File: src/rtl/wifi_tx_sipo_symbol_packer.sv
// rtl/wifi_tx_sipo_symbol_packer.sv - serial-in/parallel-out packer from coded bits to constellation symbol words
module wifi_tx_sipo_symbol_packer #(
    parameter int MAX_BPS  = 6,
    parameter int SYMCNT_W = 16
) (
    input  logic                clk,
    input  logic                reset,
    input  logic                valid_in,
    input  logic                data_in,
    input  logic                last_in,
    input  logic [1:0]          mod_sel,
    output logic                valid_out,
    output logic [MAX_BPS-1:0]  data_out,
    output logic                last_out,
    output logic                pad_out,
    output logic [SYMCNT_W-1:0] sym_count,
    output logic                busy
);

    typedef enum logic {
        IDLE,
        FILL
    } state_t;

    state_t              state;
    logic [2:0]          bit_cnt;
    logic [2:0]          bps_q;
    // Holds at most bps-1 bits: a group is emitted as soon as it completes.
    logic [MAX_BPS-2:0]  shreg;

    logic [2:0]          bps_dec;
    logic [2:0]          bps_eff;
    logic [2:0]          cnt_next;
    logic [2:0]          pad_shift;
    logic [MAX_BPS-1:0]  sh_next;
    logic [MAX_BPS-1:0]  sh_padded;
    logic                complete;
    logic [SYMCNT_W-1:0] sym_base;

    // Next-bit datapath: decode bps, append the incoming bit, derive completion and padding.
    always_comb begin
        case (mod_sel)
            2'b00:   bps_dec = 3'd1;
            2'b01:   bps_dec = 3'd2;
            2'b10:   bps_dec = 3'd4;
            default: bps_dec = 3'd6;
        endcase
        // mod_sel only matters on the bit that starts a symbol.
        bps_eff   = (state == IDLE) ? bps_dec : bps_q;
        cnt_next  = bit_cnt + 3'd1;
        // shreg is zero in IDLE, so the group is right-justified with zero upper bits.
        sh_next   = {shreg, data_in};
        complete  = (cnt_next == bps_eff);
        pad_shift = bps_eff - cnt_next;
        sh_padded = sh_next << pad_shift;
        // The counter restarts on the cycle following a burst-final symbol.
        sym_base  = (valid_out && last_out) ? '0 : sym_count;
    end

    // Symbol assembly FSM with registered outputs.
    always_ff @(posedge clk or negedge reset) begin
        if (!reset) begin
            state     <= IDLE;
            bit_cnt   <= 3'd0;
            bps_q     <= 3'd1;
            shreg     <= '0;
            valid_out <= 1'b0;
            data_out  <= '0;
            last_out  <= 1'b0;
            pad_out   <= 1'b0;
            sym_count <= '0;
            busy      <= 1'b0;
        end else begin
            valid_out <= 1'b0;
            data_out  <= '0;
            last_out  <= 1'b0;
            pad_out   <= 1'b0;
            sym_count <= sym_base;
            if (valid_in) begin
                if (state == IDLE) begin
                    bps_q <= bps_dec;
                end
                if (complete || last_in) begin
                    valid_out <= 1'b1;
                    data_out  <= complete ? sh_next : sh_padded;
                    last_out  <= last_in;
                    pad_out   <= last_in && !complete;
                    sym_count <= sym_base + SYMCNT_W'(1);
                    bit_cnt   <= 3'd0;
                    shreg     <= '0;
                    state     <= IDLE;
                    busy      <= 1'b0;
                end else begin
                    shreg     <= sh_next[MAX_BPS-2:0];
                    bit_cnt   <= cnt_next;
                    state     <= FILL;
                    busy      <= 1'b1;
                end
            end
        end
    end

endmodule

File: config.mk
export PLATFORM = sky130hd
export DESIGN_NAME = wifi_tx_sipo_symbol_packer
export DESIGN_NICKNAME = d
export VERILOG_FILES = /design/src/rtl/wifi_tx_sipo_symbol_packer.sv
export SDC_FILE = /design/constraint.sdc
export NUM_CORES = 1
export LEC_CHECK = 0
export CORE_ASPECT_RATIO = 1.75
export CORE_MARGIN = 2
export CORE_UTILIZATION = 30
export DETAILED_ROUTE_END_ITERATION = 8
export GPL_TIMING_DRIVEN = 0
export PLACE_DENSITY_LB_ADDON = 0.08
export SETUP_SLACK_MARGIN = 0.05
export SKIP_CTS_REPAIR_TIMING = 1
export SLEW_MARGIN = 20
export SYNTH_ARGS = -nofsm -noshare
export SYNTH_HDL_FRONTEND = slang
export SYNTH_SLANG_ARGS = --single-unit
File: constraint.sdc
create_clock -name clk -period 3.59 [get_ports clk]
set_clock_uncertainty 0.1 [all_clocks]
set_input_delay 0.359 -clock clk [delete_from_list [all_inputs] [get_ports clk]]
set_output_delay 0.359 -clock clk [all_outputs]
set_load 0.1 [all_outputs]
Yosys cells after proc, flatten, opt, wreduce, memory -nomap -nowiden
Cells that the tools add are included.

storage, ports and cells
  memories kept = 0
  latch bits = 0
  ROM bits = 0
  register bits = 37
  bits of input ports = 7
  RAM bits = 0
  output and inout port bits = 26
  word-level logic and storage cells = 38

cells by class
  magnitude comparators = 0
  eq/ne operators = 3
  multiply operators = 0
  muxes and demuxes = 17
  shift operators = 1
  bitwise operators = 0
  div/mod/pow operators = 0
  add/subtract/negate cells = 3
  reductions and logical operators = 5

operators by type and width
  kind                   count
  $mux 16                3
  $mux 6                 3
  $add 16x1->16 const B  1
  $pmux 3 s3             1
  $mux 1                 7
  $mux 3                 2
  $shl 6x3->6            1
  $mux 5                 1
  $add 3x1->3 const B    1
  $eq 3x3->1             1
  $sub 3x3->3            1
  $eq 2x1->1 const B     1
  $eq 2x2->1 const B     1
  $logic_and 1x1->1      2
  $logic_not 2->1        1
  $logic_not 1->1        1
  $logic_or 1x1->1       1

Depth between registers and ports, before layout
  depth after elaboration = 8
  mapped depth = 9
  gate-level depth less buffers = 7

Worst setup path after synthesis
Ideal clock, no wire load.

  path kind = flip-flop to flip-flop
  from = register state
  to = register data_out[5]
  arrival time = 2.976 ns
  library setup time = 0.122 ns
  path slack = 0.393 ns
  path buffers = 2
  cell stages (with the launch flop) = 9
  clock period less this slack = 3.197 ns
  path through = dfrtp_1 -> buf_6 -> nor3_1 -> nor2_1 -> fa_1 -> clkbuf_1 -> mux4_2 -> mux2_4 -> a32o_1

on the way
  longest elaborated chain between the ends = 6
  elaborated cells between the ends (all ways) = 8
  those cells by class = add/sub (1); eq/ne (1); shift (1); mux (4); reduce/logical (1)

RTL lines
  element                 RTL line  source
  start, declared         25        state_t state;
  start signal, assigned  63        state <= IDLE;
  start signal, assigned  91        state <= IDLE;
  start signal, assigned  96        state <= FILL;
  $mux 3 (*)              -
  $sub 3x3->3             54        pad_shift = bps_eff - cnt_next;
  $shl 6x3->6             55        sh_padded = sh_next << pad_shift;
  $mux 6                  85        data_out <= complete ? sh_next : sh_padded;
  $mux 6 (*)              83        if (complete || last_in) begin
  $mux 6 (*)              79        if (valid_in) begin
  end signal, assigned    85
  end, declared           13        output logic [MAX_BPS-1:0] data_out,

Every way passes the cells marked *; elsewhere a longest branch is shown, timed or not.
A chain may end at the register's enable or synchronous reset.

Final worst setup path
  from = input port mod_sel[1]
  to = register data_out[5]

on the way
  longest elaborated chain between the ends = 8
  elaborated cells between the ends (all ways) = 12
  those cells by class = add/sub (1); eq/ne (3); shift (1); mux (5); reduce/logical (2)

RTL lines
  element                             RTL line  source
  start, declared                     11        input logic [1:0] mod_sel,
  $eq 2x2->1 (tied with other cells)  42        case (mod_sel)
  $pmux 3 s3 (*)                      42
  $mux 3 (*)                          -
  $sub 3x3->3                         54
  $shl 6x3->6                         55
  $mux 6                              85
  $mux 6 (*)                          83
  $mux 6 (*)                          79

Marks and branches as above.

==> results.sh <==
export IMPL_synth_area_leaders="dfrtp_1, mux2i_1, nand2_1, a22o_1, a21oi_1"
export IMPL_ys_top_cells_by_count="dfrtp_1, nand2_1, a21oi_1"
export IMPL_relSlewSlack=0.350
export IMPL_grt_pass1_wl_um=8200
export IMPL_fin_setup_tns_ns=0
export IMPL_synthFlopType="dfrtp_1"
export IMPL_cts_tree="built"
export IMPL_first_pass_iters=4
export IMPL_syn_area_per_cell_um2=10.6
export IMPL_antennaDiodeCount=0
export IMPL_die_y_um=112
export IMPL_cp_max_fo=10
export IMPL_layout_drive_gt1_share=0.105
export IMPL_critPathCaptureType="flop"
export IMPL_seqPwrFrac=0.303
export IMPL_synth_edf_count=0
export IMPL_yosys_warnings=0
export IMPL_power_frac_comb=0.456
export IMPL_clock_path_buffers=2
export IMPL_syn_area_um2=2000
export IMPL_final_nets=239
export IMPL_grt_ovfl_total=0
export IMPL_worstPathRequired_ns=3.66
export IMPL_grt_pass1_vias=1621
export IMPL_ys_seq_elements=37
export IMPL_setup_violations=0
export IMPL_power_leakage_nw=1.08
export IMPL_async_reset_ff_frac=1.00
export IMPL_final_util=0.397
export IMPL_ir_drop_v=0.000337
export IMPL_num_io_pins=33
export IMPL_port_buffers=31
export IMPL_clk_latency_ns=0.28
export IMPL_drt_vias_per_instance=5.18
export IMPL_yosysTopAreaCellShare=0.450
export IMPL_power_switching_mw=0.773
export IMPL_yosysMostFrequentCell="dfrtp_1"
export IMPL_hp_class="in -> async"
export IMPL_final_hold_violation_count=0
export IMPL_post_drt_wl_per_cell_um=15.7
export IMPL_crit_path_start_kind="input pin"
export IMPL_finalCritPeriodShare=0.842
export IMPL_max_stage_delay_ns=0.49
export IMPL_ys_types=44
export IMPL_std_cell_rows=39
export IMPL_finalMaxSlewViolations=0
export IMPL_initial_core_util=0.308
export IMPL_clock_power_share=0.241
export IMPL_antenna_found_initial=0
export IMPL_cpMaxStageDelayCell="fa_1"
export IMPL_root_buffer="clkbuf_16"
export IMPL_first_iter_violations=86
export IMPL_crit_buf_inv=2
export IMPL_cts_made_buffers=5
export IMPL_rsz0062_at_grt="false"
export IMPL_areaGrowthSynthToFinish_pct=28.8
export IMPL_critical_path_class="in -> reg"
export IMPL_internal_power_mw=0.984
export IMPL_path_cells="clkdlybuf4s50_1, nor3_1, nor2_1, fa_1, clkbuf_1, mux4_2, mux2_4, a32o_1"
export IMPL_syn_nets=199
export IMPL_path_clk_slew_ns=0.06
export IMPL_grt_max_degree=27
export IMPL_wl_um=4900
export IMPL_ys_seq_area_frac=0.463
export IMPL_total_power_mw=1.76
export IMPL_vias=1612
export IMPL_crit_arrival_ns=3.09
export IMPL_worst_slew_pin_slew_ns=0.972
export IMPL_min_period_ns=3.02
export IMPL_max_freq_mhz=331
export IMPL_grt_total_usage=0.147
export IMPL_die_area_um2=7370
export IMPL_cp_top_family="buffers and inverters"
export IMPL_coreArea_um2=6490
export IMPL_htreeDepth=2
export IMPL_clock_sinks=37
export IMPL_ant_nets=0
export IMPL_fp_dieW_um=65.8
export IMPL_outcome="completed"
export IMPL_synth_top_area_cell="dfrtp_1"
export IMPL_drc=0
export IMPL_place_hpwl_um=3700
export IMPL_gp_congestion=0.753
export IMPL_power_density_nw_per_um2=682
export IMPL_syn_inst=188
export IMPL_p_sw_frac=0.440
export IMPL_cap_violations=0
[placed cells by master (no fill, tap or decap), types with 3 or more instances in the layout]
cell type	synthesis	final
xnor2_1	5	5
nand3_1	9	9
a21o_2	3	3
o211ai_1	4	4
clkbuf_1	6	7
dfrtp_1	36	36
a22o_1	7	7
and2_1	6	6
ha_1	3	3
nand4_1	4	4
o21ai_0	3	3
a21oi_1	11	11
or4_1	7	7
nand2_1	18	18
mux2_2	4	4
clkdlybuf4s50_1	0	30
mux2i_1	7	7
inv_1	6	6
clkbuf_16	0	5
nor2_1	8	8
o31ai_1	7	7
[per-layer routing]
layer,vias up,GRT usage,wire length [µm]
met1,777,0.162,1950
met5,-,0,0
met3,11,0.0301,154
met2,32,0.264,2700
li1,792,-,-
met4,0,0.0597,90
[area by class of cell]
class | instances | area [µm²]
multi-input combinational | 137 | 1010
tap | 82 | 103
buffer | 8 | 45.0
sequential | 37 | 927
clock buffer | 6 | 129
timing repair buffer | 33 | 335
clock inverter | 2 | 10.0
inverter | 6 | 22.5
fill | 648 | 3910
[registers in the layout, indices dropped and copies added, names as in the netlist]
signal	flops
last_out	1
sym_count	16
shreg	5
pad_out	1
data_out	6
state	1
valid_out	1
bit_cnt	3
bps_q	3
[cell families after synthesis]
kind of cell | share of synthesized area
AND/OR/NAND/NOR | 0.170
AO/OA/AOI/OAI | 0.184
flip-flops | 0.463
buffers and inverters | 0.0337
multiplexers | 0.0894
XOR/XNOR | 0.0306
adder cells (fa/ha/maj) | 0.0288
[per-stage QoR]
| stage | hold WS, ns | cells | setup WS [ns] | instance area, µm² |
|---|---|---|---|---|
| detailed placement | 0.177 | 302 | 0.246 | 2430 |
| global route | 0.432 | 311 | 0.375 | 2580 |
| CTS | -0.126 | 310 | 0.553 | 2570 |
| floorplan | -0.0366 | 188 | 0.393 | 2000 |
| finish | 0.402 | 311 | 0.566 | 2580 |
| global placement | 0.391 | 301 | 0.274 | 2410 |
[power groups by stage]
| stage | clock (mW) | combinational, mW | sequential, mW |
|---|---|---|---|
| CTS | 0.441 | 0.812 | 0.533 |
| detailed placement | 0 | 0.810 | 0.540 |
| global route | 0.464 | 0.857 | 0.543 |
| finish | 0.424 | 0.802 | 0.532 |
| global placement | 0 | 0.806 | 0.541 |
| floorplan | 0 | 0.337 | 0.821 |
[worst paths after layout]
kind / startpoint / depth (start not counted) / slack [ns] / endpoint
max: mod_sel[1] / 8 / 0.57 / data_out[5]$_DFF_PN0_
min: reset / 2 / 0.40 / sym_count[4]$_DFF_PN0_
max reg2reg: state$_DFFE_PN0P_ / 8 / 0.67 / data_out[5]$_DFF_PN0_
min reg2reg: bps_q[0]$_DFFE_PN1P_ / 2 / 0.41 / bps_q[0]$_DFFE_PN1P_
max in group asynchronous: reset / 3 / 2.55 / sym_count[9]$_DFF_PN0_
min in group clk: bps_q[0]$_DFFE_PN1P_ / 2 / 0.41 / bps_q[0]$_DFFE_PN1P_
No activity file was read; power rests on OpenSTA's default activity.
